<file path="config.mk">
export PLATFORM = sky130hd
export DESIGN_NAME = rom_arbiter
export DESIGN_NICKNAME = d
export VERILOG_FILES = /design/src/rtl/rom_arbiter.sv
export SDC_FILE = /design/constraint.sdc
export NUM_CORES = 1
export LEC_CHECK = 0
export ABC_CLOCK_PERIOD_IN_PS = 2250
export CORE_UTILIZATION = 30
export DETAILED_ROUTE_END_ITERATION = 12
export SKIP_LAST_GASP = 1
export SLEW_MARGIN = 10
export SYNTH_ARGS = -nofsm -noshare
export SYNTH_HDL_FRONTEND = slang
export SYNTH_SLANG_ARGS = --single-unit
</file>
<file path="constraint.sdc">
create_clock -name clk -period 2.25 [get_ports clk]
set_input_delay 0.225 -clock clk [delete_from_list [all_inputs] [get_ports clk]]
set_output_delay 0.225 -clock clk [all_outputs]
set_load 0.02 [all_outputs]
</file>
<file path="src/rtl/rom_arbiter.sv">
// Two-port arbiter/sequencer in front of the asynchronous instruction ROM.
// Define ROM_ARB_RR_EN for round-robin arbitration; the default is fixed priority (port 0 first).
module rom_arbiter #(
  parameter int unsigned ADDR_W      = 6,
  parameter int unsigned DATA_W      = 32,
  parameter int unsigned ROM_DEPTH   = 32,
  parameter int unsigned WAIT_CYCLES = 1
) (
  input  logic              clk,
  input  logic              reset_n,
  input  logic              req0,
  input  logic [ADDR_W-1:0] addr0,
  output logic              ack0,
  input  logic              req1,
  input  logic [ADDR_W-1:0] addr1,
  output logic              ack1,
  output logic [DATA_W-1:0] rdata,
  output logic              err,
  output logic              rom_cs,
  output logic [ADDR_W-1:0] rom_addr,
  input  logic [DATA_W-1:0] rom_data,
  output logic              busy
);

  typedef enum logic [1:0] {StIdle, StAccess, StResp} state_e;

  localparam logic [ADDR_W:0] LP_DEPTH    = (ADDR_W+1)'(ROM_DEPTH);
  localparam logic [3:0]      LP_CNT_INIT = 4'(WAIT_CYCLES - 1);

  state_e              r_state;
  logic [3:0]          r_cnt;
  logic                r_gnt1;
  logic                r_ack0;
  logic                r_ack1;
  logic [DATA_W-1:0]   r_rdata;
  logic                r_err;
  logic                r_rom_cs;
  logic [ADDR_W-1:0]   r_rom_addr;
  logic                r_busy;

  logic                w_gnt1;
  logic [ADDR_W-1:0]   w_addr;
  logic                w_in_range;

`ifdef ROM_ARB_RR_EN
  // r_ptr names the port that wins the next tie
  logic r_ptr;
  assign w_gnt1 = req1 & (~req0 | r_ptr);
`else
  assign w_gnt1 = req1 & ~req0;
`endif

  assign w_addr     = w_gnt1 ? addr1 : addr0;
  assign w_in_range = {1'b0, w_addr} < LP_DEPTH;

  always_ff @(posedge clk or negedge reset_n) begin
    if (!reset_n) begin
      r_state    <= StIdle;
      r_cnt      <= '0;
      r_gnt1     <= 1'b0;
      r_ack0     <= 1'b0;
      r_ack1     <= 1'b0;
      r_rdata    <= '0;
      r_err      <= 1'b0;
      r_rom_cs   <= 1'b0;
      r_rom_addr <= '0;
      r_busy     <= 1'b0;
`ifdef ROM_ARB_RR_EN
      r_ptr      <= 1'b0;
`endif
    end else begin
      unique case (r_state)
        StIdle: begin
          if (req0 | req1) begin
            r_gnt1     <= w_gnt1;
            r_rom_addr <= w_addr;
            r_busy     <= 1'b1;
`ifdef ROM_ARB_RR_EN
            r_ptr      <= ~w_gnt1;
`endif
            if (w_in_range) begin
              r_rom_cs <= 1'b1;
              r_cnt    <= LP_CNT_INIT;
              r_state  <= StAccess;
            end else begin
              // Out-of-range reads never touch the ROM and complete next cycle
              r_rdata <= '0;
              r_err   <= 1'b1;
              r_ack0  <= ~w_gnt1;
              r_ack1  <= w_gnt1;
              r_state <= StResp;
            end
          end
        end
        StAccess: begin
          if (r_cnt == 4'd0) begin
            r_rdata  <= rom_data;
            r_err    <= 1'b0;
            r_ack0   <= ~r_gnt1;
            r_ack1   <= r_gnt1;
            r_rom_cs <= 1'b0;
            r_state  <= StResp;
          end else begin
            r_cnt <= r_cnt - 4'd1;
          end
        end
        StResp: begin
          r_ack0  <= 1'b0;
          r_ack1  <= 1'b0;
          r_busy  <= 1'b0;
          r_state <= StIdle;
        end
        default: r_state <= StIdle;
      endcase
    end
  end

  assign ack0     = r_ack0;
  assign ack1     = r_ack1;
  assign rdata    = r_rdata;
  assign err      = r_err;
  assign rom_cs   = r_rom_cs;
  assign rom_addr = r_rom_addr;
  assign busy     = r_busy;

endmodule

</file>
==> results of run 1 <==
cell families after synthesis:
family                     count (synthesis)
buffers and inverters                     27
AOI/OAI and AO/OA                         68
and+or+nand+nor                           66
muxes                                      8
adders and majority gates                  6
DFF                                       50
power by group:
part / internal [uW] / total, uW / switching (uW)
logic: 1200 / 2550 / 1350
clock network: 254 / 574 / 320
registers: 1200 / 1380 / 179
layer usage:
metal	part of all wire (%)	up-vias	track usage [%]
met5	0	-	0
li1	-	1013	-
met3	3.1	6	2.66
met4	0.98	0	4.62
met2	50	33	24.6
met1	46	1031	19.2
worst register-to-register path, delay by kind of cell, from the launching register on:
family                     cells  cell delay [ns]
adders and majority gates      1             0.17
and+or+nand+nor                2             0.50
AOI/OAI and AO/OA              2             0.58
buffers and inverters          2             0.36
DFF                            1             0.41
what timing repair did:
action / in CTS / in global routing
hold endpoints to repair: 22 / 0
hold buffers: 1 / 0
endpoints found under the setup margin: 0 / 0
state kept, by name, indices dropped and copies added (netlist names):
signal / cells
r_state: 2
r_cnt: 4
rom_addr: 6
err: 1
rom_cs: 1
r_gnt1: 1
ack1: 1
rdata: 32
ack0: 1
busy: 1
Yosys cell counts, drive strengths merged (2+ instances only):
| master | count | share of area (%) |
|---|---|---|
| ha | 6 | 2.9 |
| nor2 | 4 | 0.59 |
| inv | 8 | 1.2 |
| nand2 | 10 | 1.5 |
| o21ai | 9 | 1.8 |
| a31oi | 4 | 1.6 |
| nand3 | 2 | 0.59 |
| buf | 16 | 4.5 |
| a21oi | 10 | 2.4 |
| or3b | 2 | 0.78 |
| clkbuf | 3 | 0.44 |
| nand2b | 4 | 0.98 |
| nor2b | 3 | 1.0 |
| nand3b | 5 | 1.5 |
| o22ai | 8 | 2.0 |
| nor3b | 2 | 0.78 |
| nand4 | 32 | 7.8 |
| dfrtp | 50 | 49 |
| a21bo | 33 | 13 |
| mux2i | 5 | 2.4 |
| mux2 | 3 | 1.3 |
per-stage QoR:
stage / cell area, um2 / total power, uW / cells / hold slack [ns] / utilization, %
2_1_floorplan: 2560 / 3070 / 225 / -0.0706 / -
3_3_place_gp: 3560 / 3950 / 413 / 0.251 / 43.2
3_5_place_dp: 3560 / 3970 / 413 / 0.253 / 43.2
4_1_cts: 3670 / 4570 / 422 / 0.446 / 44.5
5_1_grt: 3670 / 4840 / 422 / 0.470 / 44.5
6_report: 3670 / 4510 / 422 / 0.426 / 44.5
area by class of cell:
type / instances / area share [%]
flip-flops and latches: 50 / 34.1
multi-input cells: 148 / 31.4
repair buffers: 103 / 27.5
well taps: 105 / 3.58
clock buffers: 6 / 2.25
inverters: 8 / 0.817
clock inverters: 2 / 0.443
how the worst max path moves through the flow:
stage                     cells after the start        end  slack (ns)  startpoint
after CTS                                     7   rdata[8]        0.15    r_cnt[0]
after detailed placement                      6       ack1        0.12        req0
after global routing                          7        err        0.02    r_cnt[0]
final                                         7  rdata[11]        0.18    r_cnt[0]
after global placement                        6       ack0        0.09        req0
after floorplan                               6       ack0        0.39    r_cnt[0]
==> metrics.txt, run 1 <==
dpl hpwl 4560 um; diodes inserted 0; Buf/Inv on CP 2; GRT overflow 0; Port Buf Inserts 90; most frequent cells in the layout clkdlybuf4s50_1 (89), dfrtp_1 (50), nand4_1 (32), a21bo_2 (32), buf_4 (11); FF-to-FF End rdata[11]; Root Buffer clkbuf_8; initial antenna violation count 0; kind of critical path flop to flop; Ys Warns 0; ys async rst share 100%; peak per-stage delay on the critical path ~0.4 ns; CP startpoint kind flop; vias in the first global route between 2,000 and 2,500; Die H approximately 94 um; ANT nets after route 0; # IOs roughly 90; Worst Setup Slack, final 0.182 ns; Syn Area/Cell between 10 and 15 um2; chip width between 90 and 100 um; post-CTS setup buffers 0; largest net degree at the start of global routing 37; core area just over 8000 um2; setup TNS 0 ns; Worst Path Arrival roughly 2.3 ns; Simple-Gate Fraction of Synth Area 15.9%; starting density of the core roughly 31%; first-pass GRT wire length 10,300 um; hold crit path type input pin to async pin; internal reg-to-reg setup slack 0.18 ns; post-DR vias/cell ~4.9; reg-to-reg startpoint r_cnt[0]; Iter 0 DRT Violations 95; status finished clean; Reg area between 1000 and 1500 um2; Worst Path Required between 2 and 3 ns; Max Fclk ~480 MHz; Max VDD drop roughly 0.40 mV; placer's final routability congestion estimate ~0.77; share of cells above drive strength 1 about a fifth; Worst R2R Path Depth 7; number of flops mapped to enable cells by yosys 0; RSZ-0062 raised after global routing no; Via Count around 2,100; mux contribution to synthesized area under 10%; final hold violations 0; final wirelength around 6400 um; Seq/Total Area, Yosys approximately 49%; Slew headroom 63.6%; CP Cell Sequence inv_1 -> ha_1 -> or3b_4 -> a21oi_4 -> buf_4 -> nand4_1 -> a21bo_2; clock skew 0.00848 ns; largest family of logic cells by synthesized area compound AO/OA/AOI/OAI gates; wire per inst about 15 um; Synth-to-Final Area Change 43.4%; number of synthesized register bits 50; clk slew on worst S/H paths roughly 0.10 ns; cells after synthesis roughly 230; Setup crit end kind flop; Slew @ Worst Pin ~0.55 ns; max-slew violations 0; commonest non-fill, non-tap cell in the layout clkdlybuf4s50_1; Finish-stage setup viols 0; clk_lat worst skew just over 0.3 ns; clk buf depth 2; CTS tree built; post_cts resized 0; Synth Area in Compound Gates roughly 22%; # rows 33; Synth Cell Area 2560 um2; drc violations 0; fill count 806; Max FO, Critical Path 10; Post-Syn Nets around 280; total track usage between 10 and 15%; area occupied by multi-input gates around 1200 um2; DRT Pass-1 Iters 4; CTS Sinks 50; xor/xnor share of the synthesized area 0%; fin crit share 91.9%; P_leak around 0.0016 uW; pwr dens 1230 nW/um2; area share of fa/ha/maj cells after synthesis 2.93%; Slowest cell on crit path dfrtp_1; post-place setup slack 0.120 ns; top_reg_cell synth dfrtp_1; Top delay family on crit path compound AO/OA/AOI/OAI gates; minimum clock period 2.07 ns; nets@finish 370; CTS H-tree lvls 2; TritonCTS Buffers 5; Die ar. 8920 um2; post-synth cell types 38; max-cap violations 0
No activity file was read; power rests on OpenSTA's default activity.
==> inputs of run 2 (changes only) <==
--- a/config.mk
+++ b/config.mk
@@ -7,6 +7,7 @@
 export LEC_CHECK = 0
 export ABC_CLOCK_PERIOD_IN_PS = 2250
 export CORE_UTILIZATION = 30
+export CTS_CLUSTER_DIAMETER = 150
 export DETAILED_ROUTE_END_ITERATION = 12
 export SKIP_LAST_GASP = 1
 export SLEW_MARGIN = 10
==> results of run 2 <==
No change in the layout: final DEF, timing and power equal those of run 1.
